<file path="src/rtl/approx_cmp_error_monitor_if.sv">
// Sample/control bundle between a stimulus source and the approximate-comparator error monitor.
// master drives samples and start; slave (the monitor) returns handshake, status and counters.
interface approx_cmp_error_monitor_if #(
   parameter int unsigned WIDTH = 32,
   parameter int unsigned CNT_W = 16
);
   logic             start;
   logic [CNT_W-1:0] win_len;
   logic             in_valid;
   logic             in_ready;
   logic [WIDTH-1:0] a;
   logic [WIDTH-1:0] b;
   logic             apx_eq;
   logic             apx_gt;
   logic             apx_lt;
   logic             busy;
   logic             done;
   logic [CNT_W-1:0] sample_cnt;
   logic [CNT_W-1:0] err_cnt;
   logic [CNT_W-1:0] invalid_cnt;
   logic [CNT_W-1:0] first_err_idx;
   logic             first_err_vld;

   modport master (
      output start, win_len, in_valid, a, b, apx_eq, apx_gt, apx_lt,
      input  in_ready, busy, done, sample_cnt, err_cnt, invalid_cnt,
             first_err_idx, first_err_vld
   );

   modport slave (
      input  start, win_len, in_valid, a, b, apx_eq, apx_gt, apx_lt,
      output in_ready, busy, done, sample_cnt, err_cnt, invalid_cnt,
             first_err_idx, first_err_vld
   );
endinterface

</file>
<file path="src/rtl/approx_cmp_error_monitor.sv">
// Windowed error monitor for an approximate comparator: compares the reported {eq,gt,lt}
// against an exact unsigned compare in a two-stage pipeline and keeps saturating counts.
module approx_cmp_error_monitor #(
   parameter int unsigned WIDTH = 32,
   parameter int unsigned CNT_W = 16
) (
   input logic                        clk,
   input logic                        rst_n,
   approx_cmp_error_monitor_if.slave  bus
);
   typedef enum logic [1:0] {S_IDLE, S_RUN, S_DRAIN, S_DONE} state_t;

   localparam logic [CNT_W-1:0] C_ONE = {{(CNT_W-1){1'b0}}, 1'b1};

   state_t           r_state;
   logic [CNT_W-1:0] r_limit;
   logic [CNT_W-1:0] r_acc;
   logic             r_busy;
   logic             r_done;
   logic             r_s1_vld;
   logic [WIDTH-1:0] r_s1_a;
   logic [WIDTH-1:0] r_s1_b;
   logic [2:0]       r_s1_apx;
   logic [CNT_W-1:0] r_sample_cnt;
   logic [CNT_W-1:0] r_err_cnt;
   logic [CNT_W-1:0] r_invalid_cnt;
   logic [CNT_W-1:0] r_first_idx;
   logic             r_first_vld;

   logic       w_in_ready;
   logic       w_xfer;
   logic       w_start_ok;
   logic [2:0] w_exact;
   logic       w_mismatch;
   logic       w_invalid;

   assign w_in_ready = (r_state == S_RUN) && (r_acc < r_limit);
   assign w_xfer     = bus.in_valid && w_in_ready;
   assign w_start_ok = bus.start && ((r_state == S_IDLE) || (r_state == S_DONE));

   // Stage 2 decode, ordered {eq, gt, lt} to match the apx triple
   assign w_exact    = {r_s1_a == r_s1_b, r_s1_a > r_s1_b, r_s1_a < r_s1_b};
   assign w_mismatch = (r_s1_apx != w_exact);
   assign w_invalid  = !((r_s1_apx == 3'b100) || (r_s1_apx == 3'b010) ||
                         (r_s1_apx == 3'b001));

   always_ff @(posedge clk or negedge rst_n) begin
      if (!rst_n) begin
         r_state       <= S_IDLE;
         r_limit       <= '0;
         r_acc         <= '0;
         r_busy        <= 1'b0;
         r_done        <= 1'b0;
         r_s1_vld      <= 1'b0;
         r_s1_a        <= '0;
         r_s1_b        <= '0;
         r_s1_apx      <= '0;
         r_sample_cnt  <= '0;
         r_err_cnt     <= '0;
         r_invalid_cnt <= '0;
         r_first_idx   <= '0;
         r_first_vld   <= 1'b0;
      end else begin
         r_s1_vld <= w_xfer;
         if (w_xfer) begin
            r_s1_a   <= bus.a;
            r_s1_b   <= bus.b;
            r_s1_apx <= {bus.apx_eq, bus.apx_gt, bus.apx_lt};
            r_acc    <= r_acc + C_ONE;
         end

         if (w_start_ok) begin
            // Start is only honoured in IDLE/DONE, where stage 1 is always empty
            r_limit       <= bus.win_len;
            r_acc         <= '0;
            r_sample_cnt  <= '0;
            r_err_cnt     <= '0;
            r_invalid_cnt <= '0;
            r_first_idx   <= '0;
            r_first_vld   <= 1'b0;
            if (bus.win_len == '0) begin
               r_state <= S_DONE;
               r_busy  <= 1'b0;
               r_done  <= 1'b1;
            end else begin
               r_state <= S_RUN;
               r_busy  <= 1'b1;
               r_done  <= 1'b0;
            end
         end else begin
            if (r_s1_vld) begin
               if (r_sample_cnt != '1) r_sample_cnt <= r_sample_cnt + C_ONE;
               if (w_mismatch) begin
                  if (r_err_cnt != '1) r_err_cnt <= r_err_cnt + C_ONE;
                  if (!r_first_vld) begin
                     r_first_vld <= 1'b1;
                     r_first_idx <= r_sample_cnt;
                  end
               end
               if (w_invalid && (r_invalid_cnt != '1)) r_invalid_cnt <= r_invalid_cnt + C_ONE;
            end

            case (r_state)
               S_RUN: begin
                  if (w_xfer && ((r_acc + C_ONE) == r_limit)) r_state <= S_DRAIN;
               end
               // The last sample sits in stage 1 during DRAIN and is counted on this edge
               S_DRAIN: begin
                  r_state <= S_DONE;
                  r_busy  <= 1'b0;
                  r_done  <= 1'b1;
               end
               default: ;
            endcase
         end
      end
   end

   assign bus.in_ready      = w_in_ready;
   assign bus.busy          = r_busy;
   assign bus.done          = r_done;
   assign bus.sample_cnt    = r_sample_cnt;
   assign bus.err_cnt       = r_err_cnt;
   assign bus.invalid_cnt   = r_invalid_cnt;
   assign bus.first_err_idx = r_first_idx;
   assign bus.first_err_vld = r_first_vld;
endmodule

</file>
<file path="src/flat_wrapper.sv">
// flat-port wrapper written by rule: the top's interface ports become plain ports
module approx_cmp_error_monitor_flat 
#(
   parameter int unsigned WIDTH = 32,
   parameter int unsigned CNT_W = 16
)
  (clk, rst_n, bus_start, bus_win_len, bus_in_valid, bus_a, bus_b, bus_apx_eq, bus_apx_gt, bus_apx_lt, bus_in_ready, bus_busy, bus_done, bus_sample_cnt, bus_err_cnt, bus_invalid_cnt, bus_first_err_idx, bus_first_err_vld);
  approx_cmp_error_monitor_if #(.WIDTH(WIDTH), .CNT_W(CNT_W)) bus_i ();
  input logic clk;
  input logic rst_n;
  input wire logic [$bits(bus_i.start)-1:0] bus_start;
  input wire logic [$bits(bus_i.win_len)-1:0] bus_win_len;
  input wire logic [$bits(bus_i.in_valid)-1:0] bus_in_valid;
  input wire logic [$bits(bus_i.a)-1:0] bus_a;
  input wire logic [$bits(bus_i.b)-1:0] bus_b;
  input wire logic [$bits(bus_i.apx_eq)-1:0] bus_apx_eq;
  input wire logic [$bits(bus_i.apx_gt)-1:0] bus_apx_gt;
  input wire logic [$bits(bus_i.apx_lt)-1:0] bus_apx_lt;
  output wire logic [$bits(bus_i.in_ready)-1:0] bus_in_ready;
  output wire logic [$bits(bus_i.busy)-1:0] bus_busy;
  output wire logic [$bits(bus_i.done)-1:0] bus_done;
  output wire logic [$bits(bus_i.sample_cnt)-1:0] bus_sample_cnt;
  output wire logic [$bits(bus_i.err_cnt)-1:0] bus_err_cnt;
  output wire logic [$bits(bus_i.invalid_cnt)-1:0] bus_invalid_cnt;
  output wire logic [$bits(bus_i.first_err_idx)-1:0] bus_first_err_idx;
  output wire logic [$bits(bus_i.first_err_vld)-1:0] bus_first_err_vld;
  assign bus_i.start = bus_start;
  assign bus_i.win_len = bus_win_len;
  assign bus_i.in_valid = bus_in_valid;
  assign bus_i.a = bus_a;
  assign bus_i.b = bus_b;
  assign bus_i.apx_eq = bus_apx_eq;
  assign bus_i.apx_gt = bus_apx_gt;
  assign bus_i.apx_lt = bus_apx_lt;
  assign bus_in_ready = bus_i.in_ready;
  assign bus_busy = bus_i.busy;
  assign bus_done = bus_i.done;
  assign bus_sample_cnt = bus_i.sample_cnt;
  assign bus_err_cnt = bus_i.err_cnt;
  assign bus_invalid_cnt = bus_i.invalid_cnt;
  assign bus_first_err_idx = bus_i.first_err_idx;
  assign bus_first_err_vld = bus_i.first_err_vld;
  approx_cmp_error_monitor #(.WIDTH(WIDTH), .CNT_W(CNT_W)) u_core (.clk(clk), .rst_n(rst_n), .bus(bus_i));
endmodule
</file>
<file path="config.mk">
export PLATFORM = sky130hd
export DESIGN_NAME = approx_cmp_error_monitor_flat
export DESIGN_NICKNAME = d
export VERILOG_FILES = /design/src/rtl/approx_cmp_error_monitor_if.sv /design/src/rtl/approx_cmp_error_monitor.sv /design/src/flat_wrapper.sv
export SDC_FILE = /design/constraint.sdc
export NUM_CORES = 1
export LEC_CHECK = 0
export BUFFER_PORTS_ARGS = -buffer_cell sky130_fd_sc_hd__buf_2
export CAP_MARGIN = 25
export CORE_UTILIZATION = 50
export DETAILED_ROUTE_END_ITERATION = 10
export PLACE_DENSITY = 0.74
export SLEW_MARGIN = 10
export SYNTH_ARGS = -nofsm -noshare
export SYNTH_HDL_FRONTEND = slang
export SYNTH_SLANG_ARGS = --single-unit
</file>
<file path="constraint.sdc">
create_clock -name clk -period 5.7 [get_ports clk]
set_input_delay 1.14 -clock clk [delete_from_list [all_inputs] [get_ports clk]]
set_output_delay 1.14 -clock clk [all_outputs]
set_load 0.01 [all_outputs]
</file>
==> implementation parameters <==
Parameter                              Value

Synthesis
  Most frequently used cell type in the post-synthesis netlist    sky130_fd_sc_hd__nand2_1
  Synth Warn #    0
  Most used flip-flop cell after synthesis    sky130_fd_sc_hd__dfrtp_1
  Syn avg cell area    between 9 and 10 um^2
  Async set-reset flop share out of synthesis    100.0%
  Post-synthesis mux area share    ~2.4%
  Post-synthesis instance total    approximately 970
  Share of synthesized cell area in and, or, nand and nor gates    21.98%
  Dominant combinational cell family by area after synthesis    simple AND/OR/NAND/NOR gates
  Cell type with the highest aggregate area in the netlist    sky130_fd_sc_hd__dfrtp_1
  Compound-cell area share of the yosys netlist    9.931%
  Commonest cells post-synth    sky130_fd_sc_hd__nand2_1 (202), sky130_fd_sc_hd__dfrtp_1 (169), sky130_fd_sc_hd__nor2_1 (92)
  Most area-consuming cells after synthesis    sky130_fd_sc_hd__dfrtp_1 (47%), sky130_fd_sc_hd__nand2_1 (8.5%), sky130_fd_sc_hd__ha_1 (7.6%), sky130_fd_sc_hd__nor2_1 (3.9%), sky130_fd_sc_hd__o21ai_0 (3.6%)
  Synth Area in Adders    around 7.6%
  Post-synthesis cell type count    61
  Sequential element share of the synthesized area    between 40% and 50%
  Post-synthesis share of cell area spent on xor and xnor gates    approximately 6%
  Yosys reg bits    between 150 and 200
  Syn Std Cell Area    8945 um^2
  Number of synthesized flops with an enable pin    0
  Synthesized netlist net count    1110
  Portion of synthesized cell area occupied by the leading cell type    a little under half

Clocking
  Total clock buffers created by CTS    17
  Clock transition time at the flip-flop clock pins of the worst setup and hold paths    around 60 ps
  Post-CTS Setup Bufs    0
  Post-CTS Hold Fix Bufs    0
  Clock Sinks    169
  Clock tree from TritonCTS    built
  Maximum clock insertion buffer count    2
  Insertion delay of the later-clocked pin in the worst-skew pair    approximately 420 ps
  Number of gates given a new drive strength after cts    0
  CTS HTree Levels    4
  Root buffer cell    sky130_fd_sc_hd__clkbuf_16

Floorplanning
  Die X-Extent    ~140 um
  Starting density of the core    51.54%
  Top Ports    roughly 160
  Die height    roughly 140 um
  Die area    about 18000 um^2
  Number of placement rows    between 40 and 50
  Core area    around 17000 um^2

Finish
  Count of nets after finishing    ~1300
  Post-route standard cell area excluding fillers    between 10000 and 15000 um^2
  Sequential cell area    roughly 4200 um^2
  Total area of multi-input combinational cells    roughly 4300 um^2
  Layout cell share with drive strength beyond 1    between 10% and 20%
  Area Growth Syn to Fin    16.97%
  Diode insertion count for antenna repair    0
  Filler-free cell count of the finished design    1348
  Count of filler cells inserted in the layout    roughly 1500

Global route
  Total global-route track usage    23.05%
  Initial antenna violation count    0
  Aggregate global routing overflow    0
  Wire length of the first global-routing pass    33.44 mm
  Via count of the first global-routing pass    ~7000
  Pin count of the biggest net entering global routing    80

Worst setup path
  Source of the critical timing path    u_core.r_acc[11]$_DFFE_PN0P_
  Category of the critical setup timing path    register to output pin
  CP top delay family    compound AO/OA/AOI/OAI gates
  Critical Path End Type    output pin
  Data arrival, critical path    about 2600 ps
  Most used cell, CP    sky130_fd_sc_hd__nor2_1
  Worst-path cell chain    ha_1 -> a21oi_1 -> o21ai_0 -> a211oi_1 -> a21boi_0 -> nor2_1 -> nor2_1 -> buf_2
  Kind of start point of the critical path    register
  Reg2Reg Setup Slack    ~2500 ps
  Worst Path Buf+Inv    1
  Startpoint of the worst register-to-register path    u_core.r_acc[11]$_DFFE_PN0P_
  Critical Path Fanout Max    7
  Slowest Stage Delay on Critical Path    roughly 460 ps
  Master of the slowest instance on the critical path    sky130_fd_sc_hd__dfrtp_1
  R2r endpoint    u_core.r_state[0]$_DFFE_PN0P_
  Depth of the most critical reg-to-reg path    10
  Worst path required time    4560 ps

Run status
  Outcome    completed

Timing
  # setup viols final    0
  Unrepaired setup endpoints after global routing    false
  Worst setup skew after layout    around 7 ps
  Worst Max-Slew Pin Slew    approximately 870 ps
  Final Max Tran Viols    0
  Fin Setup TNS    0 ps
  Hold Fails Final Rpt    0
  Crit share post-route    65.31%
  Max Clk Rate    between 200 and 300 MHz
  Post-layout worst setup margin    about 2000 ps
  Max transition margin    slightly above 40%
  Final min period    3722 ps

Run
  # Max-Cap Violations    0

Route
  Routed length per placed instance    about 15 um
  DRC    0
  Routed vias/inst    approximately 5.3
  Number of detailed-route iterations in the first pass    5
  Number of vias in the routed layout    around 7200
  Routed Antenna Nets    0
  Final routed wirelength across all metal layers    around 20 mm
  Violation count after the first detailed-route iteration    340

Pwr
  Cell area power density    between 400 and 500 nW/um^2
  Leakage component of the power    5.225 nW
  Peak supply drop    about 0.00026 V

Placement
  Number of port buffers    around 150
  Last weighted congestion value of the routability-driven placer    0.8541
  Worst slack at placement    between 2000 and 2500 ps
  Placed wire-length estimate after detailed placement    13.94 mm
  Placed Area    slightly below 10000 um^2
  Placed Cells incl. Taps    approximately 1300

Hold path
  Beginning of the worst hold path    u_core.bus.busy$_DFFE_PN0P_
  Worst Hold Path Cells    1
  Worst min path class    register to register
  End point of the worst hold path    u_core.bus.busy$_DFFE_PN0P_
[cells by family after synthesis]
group | count (synthesis)
mux | 21
buf+inv | 101
fa+ha+maj | 54
xor+xnor | 63
simple gates | 417
compound gates | 144
flops | 169
[through the flow]
stage               hold WS [ps]  total power [mW]  utilization, %
floorplan                  449.7             2.939               -
global placement           458.1             3.296           56.90
detailed placement         465.5             3.346           56.90
CTS                        479.8             4.486           60.16
global route               492.3             4.812           60.28
finish                     475.3             4.449           60.28
[flip-flops by register name, indices dropped and copies added (netlist names), 2 cells and up]
name / count
u_core.r_acc: 16
u_core.r_s1_a: 32
u_core.bus.first_err_idx: 16
u_core.r_s1_apx: 3
u_core.bus.invalid_cnt: 16
u_core.bus.sample_cnt: 16
u_core.bus.err_cnt: 16
u_core.r_s1_b: 32
u_core.r_limit: 16
u_core.r_state: 2
[placed cells by master (no fill, tap or decap), types with 7 or more instances in the layout]
cell type,netlist,routed
sky130_fd_sc_hd__nand2_1,202,202
sky130_fd_sc_hd__dfrtp_1,169,169
sky130_fd_sc_hd__buf_2,4,153
sky130_fd_sc_hd__nor2_1,92,92
sky130_fd_sc_hd__o21ai_0,65,64
sky130_fd_sc_hd__inv_1,62,61
sky130_fd_sc_hd__ha_1,54,54
sky130_fd_sc_hd__a21oi_1,33,33
sky130_fd_sc_hd__xnor2_1,33,33
sky130_fd_sc_hd__xor2_1,30,30
sky130_fd_sc_hd__nand4_1,24,24
sky130_fd_sc_hd__mux2i_1,20,20
sky130_fd_sc_hd__clkbuf_16,0,17
sky130_fd_sc_hd__nand3_1,16,16
sky130_fd_sc_hd__and3_1,11,11
sky130_fd_sc_hd__nor3_1,11,11
sky130_fd_sc_hd__or3_1,10,10
sky130_fd_sc_hd__nor4_1,10,10
sky130_fd_sc_hd__a21o_1,7,7
sky130_fd_sc_hd__nor2b_1,7,7
sky130_fd_sc_hd__a31o_2,7,7
[how the worst max path moves through the flow]
stage | to | cells after the start
after floorplan | u_core.bus.first_err_idx[5]$_DFFE_PN0P_ | 11
after global placement | u_core.r_s1_b[10]$_DFFE_PN0P_ | 9
after detailed placement | u_core.r_s1_b[11]$_DFFE_PN0P_ | 9
after CTS | bus_in_ready | 8
after global routing | bus_in_ready | 8
final | bus_in_ready | 8
[routing by layer]
layer | part of all wire, % | global-route usage (%) | up-vias
li1 | - | - | 3556
met1 | 46 | 30.21 | 3484
met2 | 49 | 37.87 | 121
met3 | 3.8 | 5.163 | 17
met4 | 1.2 | 7.116 | 0
met5 | 0 | 0 | -
[where the power goes]
part	internal, mW	leakage [nW]	switching [mW]
logic	0.628	2.74	0.992
registers	1.53	2.21	0.187
clock network	0.637	0.269	0.479
total	2.79	5.23	1.66
[final cells by class]
type                            count  share of cell area (%)
Clock buffer                       22                   4.532
Clock inverter                     10                  0.8850
Inverter                           62                   2.224
Multi-Input combinational cell    699                   41.20
Sequential cell                   169                   40.42
Tap cell                          225                   2.691
Timing Repair Buffer              161                   8.048
No activity file was read; power rests on OpenSTA's default activity.
